--- config.mk ---
export PLATFORM = sky130hd
export DESIGN_NAME = i2s_master_tx
export DESIGN_NICKNAME = d
export VERILOG_FILES = /design/src/rtl/i2s_master_tx.sv
export SDC_FILE = /design/constraint.sdc
export NUM_CORES = 1
export LEC_CHECK = 0
export CAP_MARGIN = 20
export CORE_AREA = 5 5 106 108
export CTS_CLUSTER_SIZE = 30
export DETAILED_ROUTE_END_ITERATION = 8
export DIE_AREA = 0 0 111 113
export PLACE_DENSITY = 0.75
export SYNTH_ARGS = -nofsm -noshare
export SYNTH_HDL_FRONTEND = slang
export SYNTH_SLANG_ARGS = --single-unit
--- constraint.sdc ---
create_clock -name MCLK_IN -period 3.5 [get_ports MCLK_IN]
set_clock_uncertainty 0.2 [all_clocks]
set_input_delay 0.7 -clock MCLK_IN [delete_from_list [all_inputs] [get_ports MCLK_IN]]
set_output_delay 0.7 -clock MCLK_IN [all_outputs]
set_load 0.01 [all_outputs]
--- src/rtl/i2s_master_tx.sv ---
// rtl/i2s_master_tx.sv - I2S bus-master transmitter with one-deep stereo sample buffer
//
// Divides MCLK into BCLK and WCLK and shifts stereo WIDTH-bit samples out MSB first,
// one BCLK after each WCLK transition. Frames with no buffered pair go out as zeros
// and raise a one-cycle UNDERRUN_OUT pulse.
//
// Ports:
//   MCLK_IN           master clock, all logic on its rising edge
//   RST_IN            asynchronous active-high reset
//   SAMPLE_L_IN       left sample (two's complement)
//   SAMPLE_R_IN       right sample (two's complement)
//   SAMPLE_VALID_IN   source offers a stereo pair
//   SAMPLE_READY_OUT  buffer empty, pair accepted when VALID is also high
//   I2S_BCLK_OUT      bit clock
//   I2S_WCLK_OUT      word clock, 0 = left, 1 = right
//   I2S_DOUT_OUT      serial data, changes on BCLK falling edges
//   UNDERRUN_OUT      one-cycle pulse when a frame is loaded with no sample

module i2s_master_tx #(
  parameter int WIDTH     = 24,
  parameter int SLOT_BITS = 32,
  parameter int BCLK_DIV  = 4
) (
  input  logic             MCLK_IN,
  input  logic             RST_IN,
  input  logic [WIDTH-1:0] SAMPLE_L_IN,
  input  logic [WIDTH-1:0] SAMPLE_R_IN,
  input  logic             SAMPLE_VALID_IN,
  output logic             SAMPLE_READY_OUT,
  output logic             I2S_BCLK_OUT,
  output logic             I2S_WCLK_OUT,
  output logic             I2S_DOUT_OUT,
  output logic             UNDERRUN_OUT
);

  localparam int FRAME_BITS = 2 * SLOT_BITS;
  localparam int DIV_W      = (BCLK_DIV > 2) ? $clog2(BCLK_DIV) : 1;
  localparam int BIT_W      = $clog2(FRAME_BITS);

  localparam logic [DIV_W-1:0] DIV_LAST = DIV_W'(BCLK_DIV - 1);
  localparam logic [DIV_W-1:0] DIV_HALF = DIV_W'(BCLK_DIV / 2);
  localparam logic [BIT_W-1:0] BIT_LAST = BIT_W'(FRAME_BITS - 1);
  localparam logic [BIT_W-1:0] SLOT_LEN = BIT_W'(SLOT_BITS);

  logic [DIV_W-1:0] div_cnt_q, div_cnt_d;
  logic [BIT_W-1:0] bit_cnt_q, bit_cnt_d;
  logic             bclk_q, bclk_d;
  logic             wclk_q, wclk_d;
  logic             dout_q, dout_d;
  logic             underrun_q, underrun_d;
  logic             ready_q, ready_d;
  logic             buf_full_q, buf_full_d;
  logic [WIDTH-1:0] buf_l_q, buf_l_d;
  logic [WIDTH-1:0] buf_r_q, buf_r_d;
  logic [WIDTH-1:0] frame_l_q, frame_l_d;
  logic [WIDTH-1:0] frame_r_q, frame_r_d;

  logic             fall;
  logic             load;
  logic             xfer;
  logic [BIT_W-1:0] next_pos;
  logic             right_slot;
  logic [BIT_W-1:0] slot_pos;
  logic [WIDTH-1:0] slot_word;
  logic [WIDTH-1:0] slot_shift;

  // Divider, bit counter and serial outputs.
  always_comb begin
    fall      = (div_cnt_q == DIV_LAST);
    div_cnt_d = fall ? '0 : div_cnt_q + 1'b1;
    // Registered from the next count so BCLK lines up with div_cnt itself.
    bclk_d    = (div_cnt_d >= DIV_HALF);

    bit_cnt_d = bit_cnt_q;
    if (fall) begin
      bit_cnt_d = (bit_cnt_q == BIT_LAST) ? '0 : bit_cnt_q + 1'b1;
    end

    // WCLK looks one position ahead so it leads the slot MSB by one BCLK.
    next_pos   = (bit_cnt_d == BIT_LAST) ? '0 : bit_cnt_d + 1'b1;
    right_slot = (bit_cnt_d >= SLOT_LEN);
    slot_pos   = right_slot ? bit_cnt_d - SLOT_LEN : bit_cnt_d;
    slot_word  = right_slot ? frame_r_q : frame_l_q;
    // Positions past WIDTH shift every sample bit out, leaving the pad zeros.
    slot_shift = slot_word << slot_pos;

    wclk_d = wclk_q;
    dout_d = dout_q;
    if (fall) begin
      wclk_d = (next_pos >= SLOT_LEN);
      dout_d = slot_shift[WIDTH-1];
    end
  end

  // Sample buffer, frame load and handshake.
  always_comb begin
    load = fall && (bit_cnt_d == BIT_LAST);
    xfer = SAMPLE_VALID_IN & ready_q;

    buf_full_d = buf_full_q;
    buf_l_d    = buf_l_q;
    buf_r_d    = buf_r_q;
    frame_l_d  = frame_l_q;
    frame_r_d  = frame_r_q;
    underrun_d = 1'b0;

    if (load) begin
      if (buf_full_q) begin
        frame_l_d  = buf_l_q;
        frame_r_d  = buf_r_q;
        buf_full_d = 1'b0;
      end else begin
        frame_l_d  = '0;
        frame_r_d  = '0;
        underrun_d = 1'b1;
      end
    end

    // Applied after the load: a pair arriving on an empty-buffer load edge
    // misses this frame but is kept for the next one.
    if (xfer) begin
      buf_l_d    = SAMPLE_L_IN;
      buf_r_d    = SAMPLE_R_IN;
      buf_full_d = 1'b1;
    end

    ready_d = ~buf_full_d;
  end

  always_ff @(posedge MCLK_IN or posedge RST_IN) begin
    if (RST_IN) begin
      div_cnt_q  <= '0;
      bit_cnt_q  <= '0;
      bclk_q     <= 1'b0;
      wclk_q     <= 1'b0;
      dout_q     <= 1'b0;
      underrun_q <= 1'b0;
      ready_q    <= 1'b0;
      buf_full_q <= 1'b0;
      buf_l_q    <= '0;
      buf_r_q    <= '0;
      frame_l_q  <= '0;
      frame_r_q  <= '0;
    end else begin
      div_cnt_q  <= div_cnt_d;
      bit_cnt_q  <= bit_cnt_d;
      bclk_q     <= bclk_d;
      wclk_q     <= wclk_d;
      dout_q     <= dout_d;
      underrun_q <= underrun_d;
      ready_q    <= ready_d;
      buf_full_q <= buf_full_d;
      buf_l_q    <= buf_l_d;
      buf_r_q    <= buf_r_d;
      frame_l_q  <= frame_l_d;
      frame_r_q  <= frame_r_d;
    end
  end

  assign SAMPLE_READY_OUT = ready_q;
  assign I2S_BCLK_OUT     = bclk_q;
  assign I2S_WCLK_OUT     = wclk_q;
  assign I2S_DOUT_OUT     = dout_q;
  assign UNDERRUN_OUT     = underrun_q;

endmodule

==> results <==
- Of all cell types, the one taking the most synthesized area is sky130_fd_sc_hd__dfrtp_1.
- The die is 113 um tall.
- The combinational share of power is 3.9%.
- TritonCTS built the clock tree.
- In the synthesized netlist, mux cells make up 12.68% of the area.
- The worst setup path is captured at a register.
- The root buffer cell chosen for the clock tree is sky130_fd_sc_hd__clkbuf_8.
- The Yosys step of the flow raised 0 warnings.
- After layout, the worst path uses 86.16% of the clock period.
- Counting flops with an async set or reset pin after synthesis yields a share of 100.0%.
- In the final routed layout, each cell accounts on average for 16.56 um.
- The worst-skew pair later-pin latency is 370 ps.
- The internal power of the cells is 1645 uW.
- The logic depth of the worst register-to-register path is 9.
- The via-per-instance ratio is 5.569.
- The number of cells upsized or downsized after cts is 0.
- The detailed router finished its first iteration with 194 violations.
- In this run the remaining antenna-violating nets after routing total 0.
- The placed cell area is 5783 um2.
- The post-layout net count is 591.
- The number of flops mapped to enable cells by yosys is 0.
- The number of different library cells used by synthesis comes to 60.
- From synthesis to final layout, the design area changed by 18.14%.
- Summed over all nets, the switching power comes to 468.6 uW.
- For flop-to-flop paths, the worst setup slack is 480 ps.
- The layout filler cell count is 867.
- The TritonCTS buffer count is 9.
- After detailed routing, the number of remaining DRC violations is 0.
- The kind of start point of the critical path is a register.
- The total inserted antenna cells is 0.
- The combined flip-flop and latch cell area is 2728 um2.
- The leakage power summed over all cells is 0.002636 uW.
- Synthesis inferred 109 register bits.
- The start of the worst register-to-register path is bit_cnt_q[0].
- The required arrival time at the worst endpoint is 3590 ps.
- Along the worst path, the maximum fanout reaches 8.
- The congestion estimate from routability-driven global placement came to 0.9565.
- For this run, the total global-route usage over all layers was measured as 18.64%.
- The power density over cell area is 352.0 nW/um2.
- The hold violation count in the final report came to 0.
- After global routing the overflow that remains totals 0.
- The via count of the first global-routing pass is 3,850.
- The number of standard cells in the layout, taps in and fillers out is 678.
- The number of clock sinks seen by CTS is 109.
- Of the total synthesized cell area, the portion taken by XOR and XNOR cells is 0.5170%.
- The final wirelength is 11,230 um.
- The switching share of power is 22.17%.
- The startpoint identified for the worst hold timing path is div_cnt_q[0].
- The endpoint with the worst hold slack is div_cnt_q[0].
- The total of buffers placed on input and output ports is 55.
- Setup violations remaining at the end of the flow were counted as 0.
- Of the total synthesized cell area, the portion taken by AND, OR, NAND and NOR gates is 13.39%.
- The wire length of the first global-routing pass is 19,070 um.
- The area share of the leading cell type in the synthesized netlist is 53.67%.
- The number of buffers on the longest clock path is 2.
- The fraction of power consumed by the clock network is 36.6%.
- The end of the worst register-to-register path is I2S_DOUT_OUT.
- Cells with a size suffix above 1 make up 18.08% of the layout.
- At the pin with the least slew margin, the transition time is 603.8 ps.
- The area of the core is 10,140 um2.
- The die is 111 um wide.
- Setup repair after global routing left no endpoint under its margin.
- The sequential share of power is 59.5%.
- Entering global routing, the biggest net connects 110 pins.
- Counting instances, the worst hold path has a depth of 1.
- The worst setup path is of the reg -> reg kind.
- The number of search-and-repair iterations in the first detailed-routing pass is 5.
- The maximum clock frequency is 331.6 MHz.
- Summing all multi-input logic gate instances after layout gives 2145 um2.
- The floorplan row count is 37.
- The commonest register cell after synthesis is sky130_fd_sc_hd__dfrtp_1.
- After clock tree synthesis, the clock-pin slew on the worst setup and hold paths is 110 ps.
- The synthesized netlist devotes 0.4924% of its cell area to adder and majority cells.
- The number of ports placed on the die boundary is 56.
- The initial antenna violation count is 0.
- The floorplan step defined a die boundary enclosing 12,540 um2.
- The hold buffer count at CTS is 0.
- For this block, the via count after detailed routing is 3,776.
- After detailed placement, the design holds a cell count of 662.
- The wire-length estimate of the detail-placed layout is 8097 um.
- The flow ran to the end, and the final reports show no timing, DRC or antenna violations.
- Max-cap violations in this run came to 0.
- The worst voltage drop across the vdd grid is 0.0003076 V.
- sky130_fd_sc_hd__nand2_1 is the most common cell in the netlist.
- The post-route minimum period is 3016 ps.
- The cell count after synthesis came out at 490.
- Once the floorplan was initialized, standard cells occupied 50.13% of the core.
- The aggregate negative setup slack is 0 ps.
- The worst hold path belongs to the class reg -> reg.
- The H-tree depth is 3.
- The post-synthesis instance area is 5082 um2.
- The largest family of logic cells by synthesized area is compound AO/OA/AOI/OAI gates.
- Sequential elements use 53.67% of the synthesized area.
- The final count of pins violating max slew is 0.
- The endpoint arrival time on the critical path is 3100 ps.
- The final instance area is 6005 um2.
- The post-CTS setup buffer count is 0.
- Summing the areas of all compound-gate instances in the mapped netlist gives 15.04% of the synthesized area.
- The normalized max-slew margin is 59.75%.
- In this run the mean area of a mapped cell was 10.37 um2.
- Synthesis produced a netlist with a net count of 543.
- By area the synthesized netlist is led by sky130_fd_sc_hd__dfrtp_1 (54%), sky130_fd_sc_hd__mux2_2 (11%), sky130_fd_sc_hd__nand2_1 (8.6%).
- After synthesis, the most frequently instantiated cells are sky130_fd_sc_hd__nand2_1 (117), sky130_fd_sc_hd__dfrtp_1 (109), sky130_fd_sc_hd__mux2_2 (51).
-- cells in the final DEF (no fill, tap or decap), types with 7 or more instances in the layout --
| master | count |
|---|---|
| sky130_fd_sc_hd__mux2i_1 | 7 |
| sky130_fd_sc_hd__mux2_2 | 51 |
| sky130_fd_sc_hd__nand2_1 | 116 |
| sky130_fd_sc_hd__nand3_1 | 7 |
| sky130_fd_sc_hd__o21ai_1 | 41 |
| sky130_fd_sc_hd__o21ai_0 | 20 |
| sky130_fd_sc_hd__clkbuf_8 | 9 |
| sky130_fd_sc_hd__dfrtp_1 | 109 |
| sky130_fd_sc_hd__clkdlybuf4s50_1 | 55 |
| sky130_fd_sc_hd__buf_4 | 16 |
-- how the worst max path moves through the flow --
stage,start,to,slack (ps),depth (start not counted)
CTS,bit_cnt_q[0],I2S_DOUT_OUT,570,9
global placement,bit_cnt_q[2],I2S_DOUT_OUT,660,8
finish,bit_cnt_q[0],I2S_DOUT_OUT,480,9
detailed placement,bit_cnt_q[0],I2S_DOUT_OUT,610,10
global route,bit_cnt_q[0],I2S_DOUT_OUT,330,9
floorplan,I2S_BCLK_OUT,I2S_DOUT_OUT,890,9
-- critical path, stage by stage, from the launching register on --
cell and delay (ps):
sky130_fd_sc_hd__dfrtp_1 480, sky130_fd_sc_hd__ha_1 310, sky130_fd_sc_hd__and3_1 250, sky130_fd_sc_hd__a41oi_1 450, sky130_fd_sc_hd__buf_4 250, sky130_fd_sc_hd__nor2_1 80
sky130_fd_sc_hd__a311o_1 310, sky130_fd_sc_hd__a211oi_1 320, sky130_fd_sc_hd__a2111oi_2 80, sky130_fd_sc_hd__o211ai_1 200
-- through the flow --
stage	worst slack, ps	hold WS [ps]	util (%)	power [uW]
after floorplan	887.0	200.7	-	1303
after global placement	660.6	211.1	57.04	1366
after detailed placement	610.1	236.3	57.04	1368
after CTS	570.5	253.1	58.95	2134
after global routing	331.9	258.3	59.23	2202
final	484.4	241.5	59.23	2114
-- final cells by class --
class | count | share of cell area (%)
Clock buffer | 9 | 2.063
Clock inverter | 6 | 1.167
Inverter | 7 | 0.5001
Multi-Input combinational cell | 337 | 35.72
Sequential cell | 109 | 45.43
Tap cell | 136 | 2.834
Timing Repair Buffer | 74 | 12.29
-- per-layer routing --
metal / wire length (um) / track usage, % / share of wire, % / vias to the layer above
met1: 4993 / 25.22 / 44 / 1835
met2: 5467 / 30.58 / 49 / 99
met3: 479 / 3.690 / 4.3 / 23
li1: - / - / - / 1819
met5: 0 / 0 / 0 / -
met4: 284 / 5.747 / 2.5 / 0
-- cell families after synthesis --
kind of cell | count (synthesis)
muxes | 58
and+or+nand+nor | 157
adders and majority gates | 2
AOI/OAI and AO/OA | 117
DFF | 109
xor gates and xnor gates | 3
buffers and inverters | 44
-- flip-flops by register name (all words and copies together), names as in the netlist --
signal and flops:
buf_full_q 1, SAMPLE_READY_OUT 1, div_cnt_q 1, I2S_DOUT_OUT 1
frame_r_q 24, I2S_BCLK_OUT 1, I2S_WCLK_OUT 1, buf_r_q 24
buf_l_q 24, frame_l_q 24, bit_cnt_q 6, UNDERRUN_OUT 1
-- power by group through the flow --
stage	clock network, uW	registers [uW]	logic (uW)
after floorplan	0	1280	19.2
after global placement	0	1280	82.3
after detailed placement	0	1280	84.6
after CTS	791	1260	85.0
after global routing	852	1260	91.4
final	773	1260	81.9
Power figures use the tool's default switching activity.
==> RTL change (same settings) <==
Take the reset off `buf_l_q` and `buf_r_q` and load them in a clocked block of their own.
--- a/src/rtl/i2s_master_tx.sv
+++ b/src/rtl/i2s_master_tx.sv
@@ -137,8 +137,6 @@
       underrun_q <= 1'b0;
       ready_q    <= 1'b0;
       buf_full_q <= 1'b0;
-      buf_l_q    <= '0;
-      buf_r_q    <= '0;
       frame_l_q  <= '0;
       frame_r_q  <= '0;
     end else begin
@@ -150,11 +148,14 @@
       underrun_q <= underrun_d;
       ready_q    <= ready_d;
       buf_full_q <= buf_full_d;
-      buf_l_q    <= buf_l_d;
-      buf_r_q    <= buf_r_d;
       frame_l_q  <= frame_l_d;
       frame_r_q  <= frame_r_d;
     end
+  end
+
+  always_ff @(posedge MCLK_IN) begin
+    buf_l_q <= buf_l_d;
+    buf_r_q <= buf_r_d;
   end
 
   assign SAMPLE_READY_OUT = ready_q;
Formal check against the unedited RTL: no difference found for any inputs over 10 cycles, from zero or initial values and one cycle with RST_IN high; that may be too few to reach the edited logic, so the function may still have changed.
==> RTL change against the original RTL <==
  * Hold slack improved by 6.8 ps
  * Highest routed layer unchanged
  * Die area did not move
  * Synthesized area decreased by 10%
  * Sequential share of layout area up 9.4 points
  * Design area fell by 9.8%
  * Sequential cell count stayed put
  * Wire length decreased by 19%
  * Critical path depth is 1 lower
  * Power grew 3.0%
  * Worst setup slack got worse by 120 ps
==> RTL change: results (changes against the original RTL) <==
post-place instance area=5240 sq um (-9.3%); maximum vdd ir drop=0.000274 V (-11%); ys async rst share=0.560 (-0.440); hold_ws=248 ps (+6.78 ps); largest net degree at the start of global routing=52 (-53%); flop2flop setup slack=370 ps (-120 ps); Synth Area in XOR/XNOR=0.00576 (+0.000590); Antenna Cells=0 (unchanged); hold path depth=1 (unchanged); P_clk=0.000695 W (-10%); first-pass GRT wire length=15600 um (-18%); area of all placed cells without fillers=5420 sq um (-9.8%); total vias in the final route=3105 (-18%); adder-cell share of the synthesized area=0.00549 (+0.000562); GRT Total Usage=0.153 (-0.0332); Seq power=0.00137 W (+9%); Worst-path clk slew=90 ps (-20 ps); Mapped Cells=397 (-19%); RR Startpoint=div_cnt_q[0]$_DFF_PP0_; sequential-to-total area share from yosys stat=0.651 (+0.114); dpl cells=572 (-14%); R2R depth=8 (-1); EDFF count, synth=48 (+48); Synth Area in Compound Gates=0.125 (-0.0253); post-DP HPWL=6600 um (-18%); Leak=2.16 nW (-18%); CP max FO=14 (+6); multiplexer share of the synthesized area=0.0411 (-0.0856); dominant cells by area after synthesis=dfrtp_1 (33%), edfxtp_1 (32%), nand2_1 (9.1%); Final nets=500 (-15%); share of post-route cells with drive strength above 1=0.0907 (-0.0901); DRT Wirelength=9100 um (-19%); Placement Setup Slack=380 ps (-230 ps); number of global-route vias before repair=3178 (-17%); starting density of the core=0.450 (-0.0513); Net Count, Synth=450 (-17%); CTS H-Tree Depth=3 (unchanged); Arr. time, crit path=3210 ps (+110 ps); Synth top cells by count=nand2_1 (111), dfrtp_1 (61), o21ai_0 (54); GP Congestion=0.899 (-6.1%); internal power=0.00169 W (+2.6%); CP startpoint kind=flop; final cell count without fillers=588 (-13%); run status=finished clean; drt pass-1 iters=4 (-1); fmax=0.319 GHz (-3.8%); DRT iter0 DRCs=177 (-8.8%); Tightest Pin Transition=701 ps (+97.0 ps); Netlist cell types=57 (-5.0%); Fillers=873 (+0.69%); P_sw=0.000489 W (+4.4%)
## RTL change: cell count changes after synthesis, moves of 5 or more
cell,delta
buf_1,-5
and3_1,-5
nand2_1,-6
mux2i_1,+5
edfxtp_1,+48
o21ai_0,+34
dfrtp_1,-48
mux2_2,-50
o21ai_1,-40
## RTL change: final cells by class
class	instances	share of cell area
clock buffer	10	0.0236
tap	136	0.0314
timing repair buffer	64	0.116
multi-input combinational	254	0.265
clock inverter	6	0.00878
inverter	9	0.00716
sequential	109	0.548
## RTL change: metal layers
metal | up-vias | routed length (um) | track usage
met4 | 0 | 167 | 0.0542
met5 | - | 0 | 0
met3 | 17 | 416 | 0.0358
met2 | 76 | 4580 | 0.256
met1 | 1504 | 3930 | 0.197
li1 | 1508 | - | -
## RTL change: critical path, cell delays in order (launching register included)
cell	delay [ps]
dfrtp_1	370
ha_1	510
nand4_2	270
nor2_2	390
mux2i_1	140
mux4_2	480
a2111oi_1	520
a221oi_2	70
o31ai_1	90
